## config.mk

```make
export PLATFORM = sky130hd
export DESIGN_NAME = mc_sequencer_flat
export DESIGN_NICKNAME = d
export VERILOG_FILES = /design/src/rtl/mc_sequencer_if.sv /design/src/rtl/mc_sequencer.sv /design/src/flat_wrapper.sv
export SDC_FILE = /design/constraint.sdc
export NUM_CORES = 1
export LEC_CHECK = 0
export CORE_MARGIN = 2
export CORE_UTILIZATION = 35
export DETAILED_ROUTE_END_ITERATION = 7
export PLACE_DENSITY = 0.62
export SLEW_MARGIN = 20
export SYNTH_ARGS = -nofsm -noshare
export SYNTH_HDL_FRONTEND = slang
export SYNTH_SLANG_ARGS = --single-unit
```

## constraint.sdc

```tcl
create_clock -name clk -period 1.9 [get_ports clk]
set_input_delay 0.475 -clock clk [delete_from_list [all_inputs] [get_ports clk]]
set_output_delay 0.475 -clock clk [all_outputs]
set_load 0.1 [all_outputs]
```

## src/rtl/mc_sequencer_if.sv

```systemverilog
// Request/acknowledge channel to the shared instruction+data memory.
interface mc_sequencer_if;
   logic mem_req;
   logic mem_we;
   logic iord;
   logic mem_ack;

   modport master (
      output mem_req,
      output mem_we,
      output iord,
      input  mem_ack
   );

   modport slave (
      input  mem_req,
      input  mem_we,
      input  iord,
      output mem_ack
   );
endinterface

```

## src/rtl/mc_sequencer.sv

```systemverilog
// Multi-cycle FETCH/DECODE/EXEC/MEM/WB control FSM for the MIPS-subset datapath.
// Define PERF_CNT_EN to add the retired-instruction counter output.
module mc_sequencer #(
   parameter int ACK_TIMEOUT = 255,
   parameter int CNT_W       = 32
) (
   input  logic             clk,
   input  logic             reset,
   input  logic [5:0]       opcode,
   input  logic [5:0]       funct,
   input  logic             zero,
   mc_sequencer_if.master   mem,
   output logic             ir_we,
   output logic             pc_we,
   output logic [1:0]       pc_src,
   output logic             reg_we,
   output logic [1:0]       reg_dst,
   output logic [1:0]       wb_src,
   output logic             alu_src_b,
   output logic [2:0]       alu_cntrl,
`ifdef PERF_CNT_EN
   output logic [CNT_W-1:0] retired,
`endif
   output logic             illegal
);

   localparam logic [2:0] FETCH  = 3'd0;
   localparam logic [2:0] DECODE = 3'd1;
   localparam logic [2:0] EXEC   = 3'd2;
   localparam logic [2:0] MEM    = 3'd3;
   localparam logic [2:0] WB     = 3'd4;
   localparam logic [2:0] TRAP   = 3'd5;

   localparam logic [5:0] OP_R    = 6'h00;
   localparam logic [5:0] OP_J    = 6'h02;
   localparam logic [5:0] OP_JAL  = 6'h03;
   localparam logic [5:0] OP_BNE  = 6'h05;
   localparam logic [5:0] OP_XORI = 6'h0E;
   localparam logic [5:0] OP_LW   = 6'h23;
   localparam logic [5:0] OP_SW   = 6'h2B;

   localparam logic [5:0] FN_JR  = 6'h08;
   localparam logic [5:0] FN_ADD = 6'h20;
   localparam logic [5:0] FN_SUB = 6'h22;
   localparam logic [5:0] FN_SLT = 6'h2A;

   localparam logic [2:0] ALU_ADD = 3'd0;
   localparam logic [2:0] ALU_SUB = 3'd1;
   localparam logic [2:0] ALU_XOR = 3'd2;
   localparam logic [2:0] ALU_SLT = 3'd3;

   localparam logic [1:0] PC_SEQ = 2'd0;
   localparam logic [1:0] PC_BR  = 2'd1;
   localparam logic [1:0] PC_JMP = 2'd2;
   localparam logic [1:0] PC_REG = 2'd3;

   localparam logic [1:0] DST_RT = 2'd0;
   localparam logic [1:0] DST_RD = 2'd1;
   localparam logic [1:0] DST_RA = 2'd2;

   localparam logic [1:0] WB_ALU = 2'd0;
   localparam logic [1:0] WB_MEM = 2'd1;
   localparam logic [1:0] WB_PC4 = 2'd2;

   localparam int TW = (ACK_TIMEOUT > 1) ? $clog2(ACK_TIMEOUT + 1) : 1;
   localparam logic [TW-1:0] LIMIT =
      (ACK_TIMEOUT > 0) ? TW'(ACK_TIMEOUT - 1) : '0;

   logic [2:0]    state;
   logic [2:0]    nextState;
   logic          run;
   logic [TW-1:0] waitCnt;
   logic          waiting;
   logic          timeout;
   logic [5:0]    opReg;
   logic [5:0]    fnReg;
   logic          legal;
   logic          retireNow;

   logic isR;
   logic isAdd;
   logic isSub;
   logic isSlt;
   logic isJr;
   logic isAlu;
   logic isLw;
   logic isSw;
   logic isBne;
   logic isXori;
   logic isJ;
   logic isJal;

   assign isR    = (opReg == OP_R);
   assign isAdd  = isR && (fnReg == FN_ADD);
   assign isSub  = isR && (fnReg == FN_SUB);
   assign isSlt  = isR && (fnReg == FN_SLT);
   assign isJr   = isR && (fnReg == FN_JR);
   assign isAlu  = isAdd || isSub || isSlt;
   assign isLw   = (opReg == OP_LW);
   assign isSw   = (opReg == OP_SW);
   assign isBne  = (opReg == OP_BNE);
   assign isXori = (opReg == OP_XORI);
   assign isJ    = (opReg == OP_J);
   assign isJal  = (opReg == OP_JAL);

   // run holds strobes low until the first edge after reset releases
   assign waiting = run && ((state == FETCH) || (state == MEM));
   assign timeout = (ACK_TIMEOUT > 0) && (waitCnt == LIMIT);

   always_comb begin
      legal = 1'b0;
      case (opcode)
         OP_R: legal = (funct == FN_ADD) || (funct == FN_SUB) ||
                       (funct == FN_SLT) || (funct == FN_JR);
         OP_LW, OP_SW, OP_BNE, OP_XORI, OP_J, OP_JAL: legal = 1'b1;
         default: legal = 1'b0;
      endcase
   end

   always_comb begin
      nextState = state;
      unique case (state)
         FETCH: begin
            if (run) begin
               if (mem.mem_ack)  nextState = DECODE;
               else if (timeout) nextState = TRAP;
            end
         end
         DECODE: nextState = legal ? EXEC : TRAP;
         EXEC: begin
            if (isLw || isSw)          nextState = MEM;
            else if (isAlu || isXori) nextState = WB;
            else                      nextState = FETCH;
         end
         MEM: begin
            if (mem.mem_ack)  nextState = isSw ? FETCH : WB;
            else if (timeout) nextState = TRAP;
         end
         WB:      nextState = FETCH;
         TRAP:    nextState = TRAP;
         default: nextState = TRAP;
      endcase
   end

   assign retireNow = (nextState == FETCH) &&
                      ((state == EXEC) || (state == MEM) || (state == WB));

   always_ff @(posedge clk or posedge reset) begin
      if (reset) begin
         state   <= FETCH;
         run     <= 1'b0;
         waitCnt <= '0;
         opReg   <= '0;
         fnReg   <= '0;
      end else begin
         run   <= 1'b1;
         state <= nextState;
         if (state == DECODE) begin
            opReg <= opcode;
            fnReg <= funct;
         end
         if (waiting && !mem.mem_ack && (ACK_TIMEOUT > 0))
            waitCnt <= waitCnt + TW'(1);
         else
            waitCnt <= '0;
      end
   end

`ifdef PERF_CNT_EN
   always_ff @(posedge clk or posedge reset) begin
      if (reset)          retired <= '0;
      else if (retireNow) retired <= retired + CNT_W'(1);
   end
`else
   logic unusedCfg;
   assign unusedCfg = retireNow ^ (|CNT_W);
`endif

   always_comb begin
      mem.mem_req = 1'b0;
      mem.mem_we  = 1'b0;
      mem.iord    = 1'b0;
      ir_we       = 1'b0;
      pc_we       = 1'b0;
      pc_src      = PC_SEQ;
      reg_we      = 1'b0;
      reg_dst     = DST_RT;
      wb_src      = WB_ALU;
      alu_src_b   = 1'b0;
      alu_cntrl   = ALU_ADD;
      illegal     = 1'b0;
      unique case (state)
         FETCH: begin
            if (run) begin
               mem.mem_req = 1'b1;
               if (mem.mem_ack) begin
                  ir_we = 1'b1;
                  pc_we = 1'b1;
               end
            end
         end
         DECODE: ;
         EXEC: begin
            unique case (1'b1)
               isAdd: alu_cntrl = ALU_ADD;
               isSub: alu_cntrl = ALU_SUB;
               isSlt: alu_cntrl = ALU_SLT;
               isXori: begin
                  alu_src_b = 1'b1;
                  alu_cntrl = ALU_XOR;
               end
               isLw, isSw: begin
                  alu_src_b = 1'b1;
                  alu_cntrl = ALU_ADD;
               end
               isBne: begin
                  alu_cntrl = ALU_SUB;
                  pc_we     = !zero;
                  pc_src    = PC_BR;
               end
               isJ: begin
                  pc_we  = 1'b1;
                  pc_src = PC_JMP;
               end
               isJr: begin
                  pc_we  = 1'b1;
                  pc_src = PC_REG;
               end
               isJal: begin
                  pc_we   = 1'b1;
                  pc_src  = PC_JMP;
                  reg_we  = 1'b1;
                  reg_dst = DST_RA;
                  wb_src  = WB_PC4;
               end
               default: ;
            endcase
         end
         MEM: begin
            mem.mem_req = 1'b1;
            mem.iord    = 1'b1;
            mem.mem_we  = isSw;
         end
         WB: begin
            reg_we = 1'b1;
            unique case (1'b1)
               isAlu:   reg_dst = DST_RD;
               isLw:    wb_src  = WB_MEM;
               default: ;
            endcase
         end
         TRAP:    illegal = 1'b1;
         default: illegal = 1'b1;
      endcase
   end

endmodule

```

## src/flat_wrapper.sv

```systemverilog
// flat-port wrapper written by rule: the top's interface ports become plain ports
module mc_sequencer_flat 
#(
   parameter int ACK_TIMEOUT = 255,
   parameter int CNT_W       = 32
)
  (clk, reset, opcode, funct, zero, ir_we, pc_we, pc_src, reg_we, reg_dst, wb_src, alu_src_b, alu_cntrl, illegal, mem_mem_req, mem_mem_we, mem_iord, mem_mem_ack);
  mc_sequencer_if mem_i ();
  input  logic clk;
  input  logic reset;
  input  logic [5:0] opcode;
  input  logic [5:0] funct;
  input  logic zero;
  output logic ir_we;
  output logic pc_we;
  output logic [1:0] pc_src;
  output logic reg_we;
  output logic [1:0] reg_dst;
  output logic [1:0] wb_src;
  output logic alu_src_b;
  output logic [2:0] alu_cntrl;
  output logic illegal;
  output wire logic [$bits(mem_i.mem_req)-1:0] mem_mem_req;
  output wire logic [$bits(mem_i.mem_we)-1:0] mem_mem_we;
  output wire logic [$bits(mem_i.iord)-1:0] mem_iord;
  input wire logic [$bits(mem_i.mem_ack)-1:0] mem_mem_ack;
  assign mem_mem_req = mem_i.mem_req;
  assign mem_mem_we = mem_i.mem_we;
  assign mem_iord = mem_i.iord;
  assign mem_i.mem_ack = mem_mem_ack;
  mc_sequencer #(.ACK_TIMEOUT(ACK_TIMEOUT), .CNT_W(CNT_W)) u_core (.clk(clk), .reset(reset), .opcode(opcode), .funct(funct), .zero(zero), .mem(mem_i), .ir_we(ir_we), .pc_we(pc_we), .pc_src(pc_src), .reg_we(reg_we), .reg_dst(reg_dst), .wb_src(wb_src), .alu_src_b(alu_src_b), .alu_cntrl(alu_cntrl), .illegal(illegal));
endmodule
```

# Word level (Yosys, flattened, before mapping)
# Index checks and enable logic that the tools add are counted.
dict set report totals {
  regBits 24
  latch_bits 0
  ramBits 0
  romBits 0
  wordCells 91
  memories 0
}
dict set report classes {
  n_addsub 1
  n_mul 0
  n_div 0
  order_cmp 0
  n_eq_ne 26
  shift 0
  mux 34
  n_bitwise 0
  reduce_logical 25
}
# op n
set op_table {}
lappend op_table {{equality test 6 bit, second input constant} 10}
lappend op_table {{two-way mux 3 bit} 9}
lappend op_table {{equality test 6 x 2 -> 1 bit, second input constant} 4}
lappend op_table {{equality test 6 x 4 -> 1 bit, second input constant} 4}
lappend op_table {{case mux 3 bit (5 select lines)} 1}
lappend op_table {{equality test 6 x 3 -> 1 bit, second input constant} 2}
lappend op_table {{zero test 6 bit} 2}
lappend op_table {{two-way mux 1 bit} 12}
lappend op_table {{case mux 2 bit (3 select lines)} 2}
lappend op_table {{case mux 1 bit (2 select lines)} 5}
lappend op_table {{adder 8 x 1 -> 8 bit, second input constant} 1}
lappend op_table {{equality test 8 bit, second input constant} 1}
lappend op_table {{logical OR 1 bit} 8}
lappend op_table {{two-way mux 8 bit} 1}
lappend op_table {{case mux 2 bit (2 select lines)} 2}
lappend op_table {{equality test 3 x 2 -> 1 bit, second input constant} 2}
lappend op_table {{logical AND 1 bit} 6}
lappend op_table {{OR reduction 3 bit} 2}
lappend op_table {{OR reduction 6 bit} 1}
lappend op_table {{OR reduction 5 bit} 1}
lappend op_table {{two-way mux 2 bit} 2}
lappend op_table {{OR reduction 2 bit} 2}
lappend op_table {{equality test 3 x 1 -> 1 bit, second input constant} 1}
lappend op_table {{equality test 3 bit, second input constant} 1}
lappend op_table {{3 further kinds} 4}

# Logic depth before layout (Yosys ltp)
# Gate-level depths: netlist (run 1).
dict set report depth {
  ltp_word 8
  mapped_depth 6
  ltp_nobuf 6
}

# Worst setup path before layout (run 1)
# OpenSTA, ideal clock, no wires.
dict set report synth_path {
  path_type {reg-to-output}
  startpoint {register u_core.state[0]}
  endpoint {output pc_we}
  t_arrival_ns 3.009
  slack_ns -1.584
  stages_incl_launch_ff 6
  path_buffers 1
  path_cell_list {dfrtp_1 -> buf_2 -> nor3b_1 -> nand2_1 -> nor2_1 -> or3_1}
}
dict set report synth_between {
  elab_chain_len 2
}
# item line
set synth_rtl {}
lappend synth_rtl {{start: declaration} mc_sequencer.sv:69} ;# logic [2:0] state;
lappend synth_rtl {{start signal: assignment} mc_sequencer.sv:157} ;# state <= nextState;
lappend synth_rtl {{equality test 3 x 2 -> 1 bit / zero test 3 bit (equally long branches)} n/a}
lappend synth_rtl {{case mux 1 bit (2 select lines) (*)} mc_sequencer.sv:192} ;# unique case (state)
lappend synth_rtl {{end: declaration} flat_wrapper.sv:15} ;# output logic pc_we;
# Mark *: on every way between the ends. The rest lies on a longest branch, timed or not.

# Worst setup path in the final report (run 1)
dict set report layout_path {
  startpoint {register u_core.opReg[2]}
  endpoint {output alu_cntrl[1]}
}
dict set report layout_between {
  elab_chain_len 5
}
# item line
set layout_rtl {}
lappend layout_rtl {{start: declaration} mc_sequencer.sv:75} ;# logic [5:0] opReg;
lappend layout_rtl {{start signal: assignment} mc_sequencer.sv:159} ;# opReg <= opcode;
lappend layout_rtl {{zero test 6 bit} mc_sequencer.sv:93} ;# assign isR = (opReg == OP_R);
lappend layout_rtl {{logical AND 1 bit} mc_sequencer.sv:95} ;# assign isSub = isR && (fnReg == FN_SUB);
lappend layout_rtl {{OR reduction 2 bit (no source line)} n/a}
lappend layout_rtl {{case mux 2 bit (3 select lines) (*)} mc_sequencer.sv:204} ;# unique case (1'b1)
lappend layout_rtl {{two-way mux 3 bit (*)} mc_sequencer.sv:192}
lappend layout_rtl {{end: declaration} flat_wrapper.sv:21} ;# output logic [2:0] alu_cntrl;
# Marks and branches as above.

==> results of run 1 <==
==> per-layer routing <==
| layer | vias to the layer above | track usage [%] | share of wire [%] |
|---|---|---|---|
| met5 | - | 0 | 0 |
| met4 | 0 | 6.89 | 1.5 |
| met3 | 7 | 2.83 | 3.2 |
| met2 | 35 | 35.0 | 52 |
| met1 | 654 | 26.4 | 44 |
| li1 | 674 | - | - |
==> where the power goes <==
group          leakage (uW)  switching, uW  total [uW]  internal [uW]
Sequential         0.000317           1.55         513            511
Clock             0.0000288            166         351            185
Combinational      0.000769           40.6        83.0           42.4
Total               0.00111            208         947            739
==> flip-flops by register name, indices dropped and copies added, names as in the netlist <==
name	flops
u_core.fnReg	6
u_core.state	3
u_core.opReg	6
u_core.waitCnt	8
u_core.run	1
==> cell usage after synthesis (2+ instances only) <==
master,number
xnor2_1,2
nand3_1,9
or3_1,3
conb_1,2
nand2b_1,2
xor2_1,5
nor2b_1,7
a31oi_1,4
nand4_1,5
o21ai_1,3
nor3_1,7
ha_1,2
and3b_1,2
nand4b_1,3
dfrtp_1,24
nor2_1,15
inv_1,3
nand2_1,8
buf_4,2
nor4_1,2
mux2_2,12
o21ai_0,2
a21oi_1,7
and3_1,3
buf_2,5
==> final cells by class <==
| type | count | area share (%) |
|---|---|---|
| Clock buffer | 4 | 2.13 |
| Timing Repair Buffer | 72 | 31.9 |
| Multi-Input combinational cell | 115 | 39.5 |
| Sequential cell | 24 | 23.5 |
| Inverter | 4 | 0.582 |
| Tap cell | 50 | 2.42 |
==> worst max-delay path by stage <==
stage,start,to,slack [ps]
global route,u_core.opReg[2]$_DFFE_PP0P_,reg_dst[0],-410
CTS,u_core.opReg[2]$_DFFE_PP0P_,alu_cntrl[1],-320
finish,u_core.opReg[2]$_DFFE_PP0P_,alu_cntrl[1],-320
detailed placement,mem_mem_ack,pc_we,-240
global placement,mem_mem_ack,pc_we,-240
floorplan,u_core.opReg[2]$_DFFE_PP0P_,pc_we,-410
==> layout by cell type (no fill, tap or decap), types with 2 or more instances in the layout <==
master / synthesis / layout
ha_1: 2 / 2
nor2b_4: 0 / 4
nor2b_1: 7 / 2
conb_1: 2 / 2
a21oi_1: 7 / 3
clkbuf_8: 0 / 4
nor3_1: 7 / 3
and3_1: 3 / 2
nand2_1: 8 / 2
nand4b_1: 3 / 3
clkdlybuf4s50_1: 0 / 15
dfrtp_1: 24 / 19
nand2b_1: 2 / 2
nor2_2: 1 / 2
or3_4: 0 / 2
buf_6: 0 / 12
a31oi_1: 4 / 3
nor2_4: 0 / 4
nor3_4: 0 / 4
nor4_1: 2 / 2
a21oi_4: 0 / 4
nand3_1: 9 / 8
dfrtp_2: 0 / 5
buf_12: 0 / 16
nand4_1: 5 / 5
nand2_4: 0 / 4
xor2_1: 5 / 5
nand2_2: 0 / 2
inv_1: 3 / 3
o21ai_0: 2 / 2
buf_4: 2 / 29
xnor2_1: 2 / 2
nor2_1: 15 / 10
mux2_2: 12 / 12
==> worst reg2reg max path: stages (launching register included) <==
cell,delay [ps]
dfrtp_1,400
buf_4,130
buf_6,110
and3b_2,260
buf_4,150
nand4_1,80
a31oi_1,80
or3_1,310
a31oi_1,200
==> cell families after synthesis <==
kind of cell	after synthesis	share of synthesized area, %
xor gates and xnor gates	7	4.37
AOI/OAI and AO/OA	20	8.47
and+or+nand+nor	72	28.5
buffers and inverters	11	3.92
muxes	12	9.63
other	2	0.535
adders and majority gates	2	1.78
DFF	24	42.8
==> per-stage QoR <==
step           total power (uW)  instances  worst slack, ps  instance area [sq um]  hold WS (ps)
2_1_floorplan               552        150             -411                   1580           481
3_3_place_gp                602        251             -239                   2240           504
3_5_place_dp                605        251             -237                   2240           520
4_1_cts                     959        267             -325                   2520           541
5_1_grt                     983        269             -415                   2580           593
6_report                    947        269             -325                   2580           543
==> timing repair <==
action,4_1_cts,5_1_grt
pin swaps,14,5
gates resized for setup,36,11
hold endpoints to repair,0,0
cloned,0,0
endpoints found under the setup margin,15,18
setup buffers,12,3
==> impl_results.md, run 1 <==
* Syn Std Cell Area at 0.00140 sq mm
* DIE AREA at 0.00453 sq mm
* Fin util at 66.0%
* Hold_buf cts at 0
* Post-synth top area cell: dfrtp_1
* Clock transition at path regs at 90 ps
* Final Hold Vio Count at 0
* Layout Skew at 4.74 ps
* Setup_tns at -3180 ps
* DR vias at 1370
* R2R depth at 8
* Max Cap Viol at 0
* PortBufs at 31
* Worst setup EP type: output pin
* Syn nets at 168
* Crit path buf inv count at 3
* CP Depth at 6
* PwrDens at 367 mW/mm^2
* Starting density of the core at 35.8%
* Reg2Reg Capture Point: u_core.state[2]$_DFFE_PP0P_
* GRT Util Overall at 20.4%
* CP Data Required Time at 1420 ps
* Synth cell types at 36
* Worst Path Arrival at 1750 ps
* Top cells by area, synth: dfrtp_1 43%, mux2_2 9.6%, nor2_1 4.0%
* Max incr delay on CP at 400 ps
* Post-synth EDFFs at 0
* Area share of the largest cell type after synthesis at 42.8%
* Die Ht at 67.3 um
* Core Region at 0.00391 sq mm
* Worst-path cell chain: buf_4, buf_6, nand4b_1, or3_4, a21oi_4, buf_12
* Chip width at 67.3 um
* I/O Pins at 33
* Avg Inst Size Synth at 9.35 sq um
* Fraction of layout cells with a size suffix above 1 at 52.5%
* Worst skew pair latency at 270 ps
* Tcrit/Tclk final at 117%
* Max Freq at 449 MHz
* Worst IR drop on VDD at 314 uV
* Layout area overhead at 84.0%
* Gp weighted congestion at 0.767
* Dominant register cell in the synthesized netlist: dfrtp_1
* Reg2reg start: u_core.opReg[2]$_DFFE_PP0P_
* Vias per inst at 5.09
* Final WL at 4100 um
* FFs w/ async S/R, synth at 100%
* Status: complete, but fails checks
* P_leak at 0.00111 uW
* Critical path's slowest cell: dfrtp_1
* Initial antenna violation count at 0
* Yosys Warn Count at 0
* Crit path launch type: flop
* Filler cells at 321
* WL/cell at 15.2 um
* ANT cells at 0
* Dpl hpwl at 2860 um
* Failing checks: setup timing
* Area of the multi-input gates at 0.00102 sq mm
* Layout net count at 238
* Final setup fails at 15
* Antenna-violating nets left at 0
* DRT Pass-1 Iters at 4
* # rows at 23
* Post-route minimum period at 2220 ps
* Worst hold path type: in2async
* R2R Setup Slk at 90 ps
* Depth of the CTS H-tree at 1
* Pin count of the biggest net entering global routing at 25
* Mapped Cells at 150
* CTS buffer count at 3
* Final worst slack at -325 ps
* Seq cells post-synth at 24
* Sequential cell area at 607 sq um
* Final Max Tran Viols at 0
* Drt drc at 0
* Top delay family on crit path: simple AND/OR/NAND/NOR gates
* CTS tree: done
* Vias in the first global route at 1452
* Clk sinks at 24
* Seq/Total Area, Yosys at 42.8%
* RSZ-0062 raised after global routing: true
* Clk buf depth at 2
* GR Overflow Total at 0
* Global-route wire length before repair at 6980 um
* Root Driver: clkbuf_8
* Initial DRC count at 43
* Crit Path Class: reg2out
* Crit-path max FO at 5
Note: power is estimated with default switching activity, not from simulation.
==> inputs of run 2 (changes only) <==
- CORE_UTILIZATION: 35 -> 30
- PLACE_DENSITY: 0.62 -> not set
==> impl_results.md, run 2 (same netlist as run 1, synthesis figures left out) <==
* Sw Share at 19.7% (was 22.0%)
* Finished Layout Cells at 280 (was 269)
* Fraction of layout cells with a size suffix above 1 at 52.6% (was 52.5%)
* Setup WS pre-CTS at -261 ps (was -237 ps)
* DIE AREA at 0.00524 sq mm (was 0.00453 sq mm)
* Met3 Use GR at 2.22% (was 2.83%)
* Final WL at 3870 um (was 4100 um)
* Depth of the CTS H-tree at 1 (unchanged)
* WL/cell at 13.8 um (was 15.2 um)
* Drt drc at 0 (unchanged)
* Overall power at 1040 uW (was 947 uW)
* PwrDens at 393 mW/mm^2 (was 367 mW/mm^2)
* P_leak at 0.00116 uW (was 0.00111 uW)
* Dpl hpwl at 2880 um (was 2860 um)
* Layout net count at 247 (was 238)
* ANT cells at 0 (unchanged)
* Max reg flops at 8 (unchanged)
* Reg2reg start: u_core.opReg[1]$_DFFE_PP0P_ (was u_core.opReg[2]$_DFFE_PP0P_)
* Pin count of the biggest net entering global routing at 25 (unchanged)
* Final Hold Vio Count at 0 (unchanged)
* Hold_buf cts at 0 (unchanged)
* Initial antenna violation count at 0 (unchanged)
* Core Region at 0.00441 sq mm (was 0.00391 sq mm)
* Final Max Tran Viols at 0 (unchanged)
* Commonest non-fill, non-tap cell in the layout: buf_4 (unchanged)
* Failing checks: setup timing (unchanged)
* Max incr delay on CP at 430 ps (was 400 ps)
* Crit Path Class: reg2out (unchanged)
* CTS tree: done (unchanged)
* Total placed instance area at 0.00230 sq mm (was 0.00224 sq mm)
* Vias in the first global route at 1497 (was 1452)
* Status: complete, but fails checks (unchanged)
* Layout area overhead at 88.8% (was 84.0%)
* CTS buffer count at 3 (unchanged)
* Max Freq at 454 MHz (was 449 MHz)
* Antenna-violating nets left at 0 (unchanged)
* Tcrit/Tclk final at 116% (was 117%)
* Crit-path max FO at 4 (was 5)
* Worst IR drop on VDD at 302 uV (was 314 uV)
* DR vias at 1404 (was 1370)
* R2R depth at 8 (unchanged)
* Starting density of the core at 31.8% (was 35.8%)
* CP Depth at 5 (was 6)
* Combinational power share at 7.9% (was 8.8%)
* Chip width at 72.4 um (was 67.3 um)
* Worst setup EP type: output pin (unchanged)
* Final setup fails at 15 (unchanged)
* GRT met2 Usage at 29.3% (was 35.0%)
* Clock transition at path regs at 90 ps (about the same)
* DRT Pass-1 Iters at 4 (unchanged)
* Layout Skew at 5.42 ps (was 4.74 ps)
* Int Power at 835 uW (was 739 uW)
* I/O Pins at 33 (unchanged)
* Die Ht at 72.4 um (was 67.3 um)
* # rows at 24 (was 23)
* Biggest register: u_core.waitCnt (unchanged)
* Worst hold path type: reg2reg (was in2async)
* Critical path's slowest cell: dfrtp_1 (unchanged)
* Vias per inst at 5.01 (was 5.09)
* Initial DRC count at 39 (was 43)
* Setup_tns at -2680 ps (was -3180 ps)
* Clk sinks at 24 (unchanged)
* GRT Util Overall at 15.8% (was 20.4%)
* Reg2Reg Capture Point: u_core.state[2]$_DFFE_PP0P_ (unchanged)
* Largest regs: u_core.waitCnt (8), u_core.fnReg (6), u_core.opReg (6) (unchanged)
* Crit path buf inv count at 1 (was 3)
* Max Cap Viol at 0 (unchanged)
* Crit path to: alu_cntrl[1] (unchanged)
* Final worst slack at -304 ps (was -325 ps)
* Dpl cells at 261 (was 251)
* RSZ-0062 raised after global routing: true (unchanged)
* GRT met1 Usage at 19.6% (was 26.4%)
* Crit. Startpoint: u_core.opReg[5]$_DFFE_PP0P_ (was u_core.opReg[2]$_DFFE_PP0P_)
* CP Data Required Time at 1420 ps (about the same)
* Post-route minimum period at 2200 ps (was 2220 ps)
* Worst Path Arrival at 1730 ps (was 1750 ps)
* Final Instance Area at 0.00265 sq mm (was 0.00258 sq mm)
* Global-route wire length before repair at 6680 um (was 6980 um)
* GR Overflow Total at 0 (unchanged)
* Gr busiest metal: met2 (unchanged)
* Most frequent cells in the layout: 37 x buf_4, 22 x dfrtp_1, 16 x buf_12 (was 29 x buf_4, 19 x dfrtp_1, 16 x buf_12)
* Root Driver: clkbuf_8 (unchanged)
* Sequential share of power at 49.3% (was 54.1%)
* Crit path launch type: flop (unchanged)
* Worst skew pair latency at 260 ps (was 270 ps)
* Worst-path cell chain: nor3_4, and3_4, nand4_1, a21oi_4, buf_12 (was buf_4, buf_6, nand4b_1, or3_4, a21oi_4, buf_12)
* Clock share of power at 42.8% (was 37.1%)
* Top delay family on crit path: simple AND/OR/NAND/NOR gates (unchanged)
* R2R Setup Slk at 60 ps (was 90 ps)
* Psw at 205 uW (was 208 uW)
* Gp weighted congestion at 0.822 (was 0.767)
* Clk buf depth at 2 (unchanged)
* PortBufs at 31 (unchanged)
==> run 2: area by class of cell <==
| type | instances | area (sq um) |
|---|---|---|
| Tap cell | 52 | 65.1 |
| Fill cell | 347 | 1770 |
| Clock inverter | 1 | 30.0 |
| Inverter | 4 | 15.0 |
| Sequential cell | 24 | 603 |
| Timing Repair Buffer | 81 | 893 |
| Multi-Input combinational cell | 115 | 1000 |
| Clock buffer | 3 | 41.3 |
==> run 2: power groups by stage <==
stage | combinational [uW] | clock, uW | sequential (uW)
2_1_floorplan | 29.6 | 0 | 522
3_3_place_gp | 82.3 | 0 | 523
3_5_place_dp | 83.5 | 0 | 523
4_1_cts | 83.3 | 455 | 513
5_1_grt | 92.1 | 487 | 513
6_report | 82.4 | 445 | 513
==> run 2: metal layers <==
| layer | part of all wire, % | up-vias |
|---|---|---|
| li1 | - | 692 |
| met2 | 53 | 23 |
| met5 | 0 | - |
| met4 | 0.31 | 0 |
| met3 | 3.0 | 2 |
| met1 | 44 | 687 |
==> run 2: worst min path at each step <==
stage	start	to	slack (ps)	cells past startpoint
2_1_floorplan	u_core.fnReg[4]$_DFFE_PP0P_	u_core.fnReg[4]$_DFFE_PP0P_	480	1
3_3_place_gp	u_core.fnReg[4]$_DFFE_PP0P_	u_core.fnReg[4]$_DFFE_PP0P_	510	1
3_5_place_dp	u_core.fnReg[4]$_DFFE_PP0P_	u_core.fnReg[4]$_DFFE_PP0P_	510	1
4_1_cts	u_core.waitCnt[0]$_DFF_PP0_	u_core.waitCnt[0]$_DFF_PP0_	540	1
5_1_grt	u_core.waitCnt[0]$_DFF_PP0_	u_core.waitCnt[0]$_DFF_PP0_	570	1
6_report	u_core.waitCnt[0]$_DFF_PP0_	u_core.waitCnt[0]$_DFF_PP0_	540	1
==> run 2: what timing repair did <==
| action | CTS | global route |
|---|---|---|
| cloned | 0 | 0 |
| resized for setup | 27 | 14 |
| buffers inserted | 8 | 9 |
| endpoints found under the setup margin | 15 | 15 |
| pin swaps | 11 | 7 |
==> run 2: stage by stage <==
step	hold WS (ps)	utilization (%)
after floorplan	481	-
after global placement	506	52.1
after detailed placement	515	52.1
after CTS	536	57.0
after global routing	567	60.0
final	543	60.0
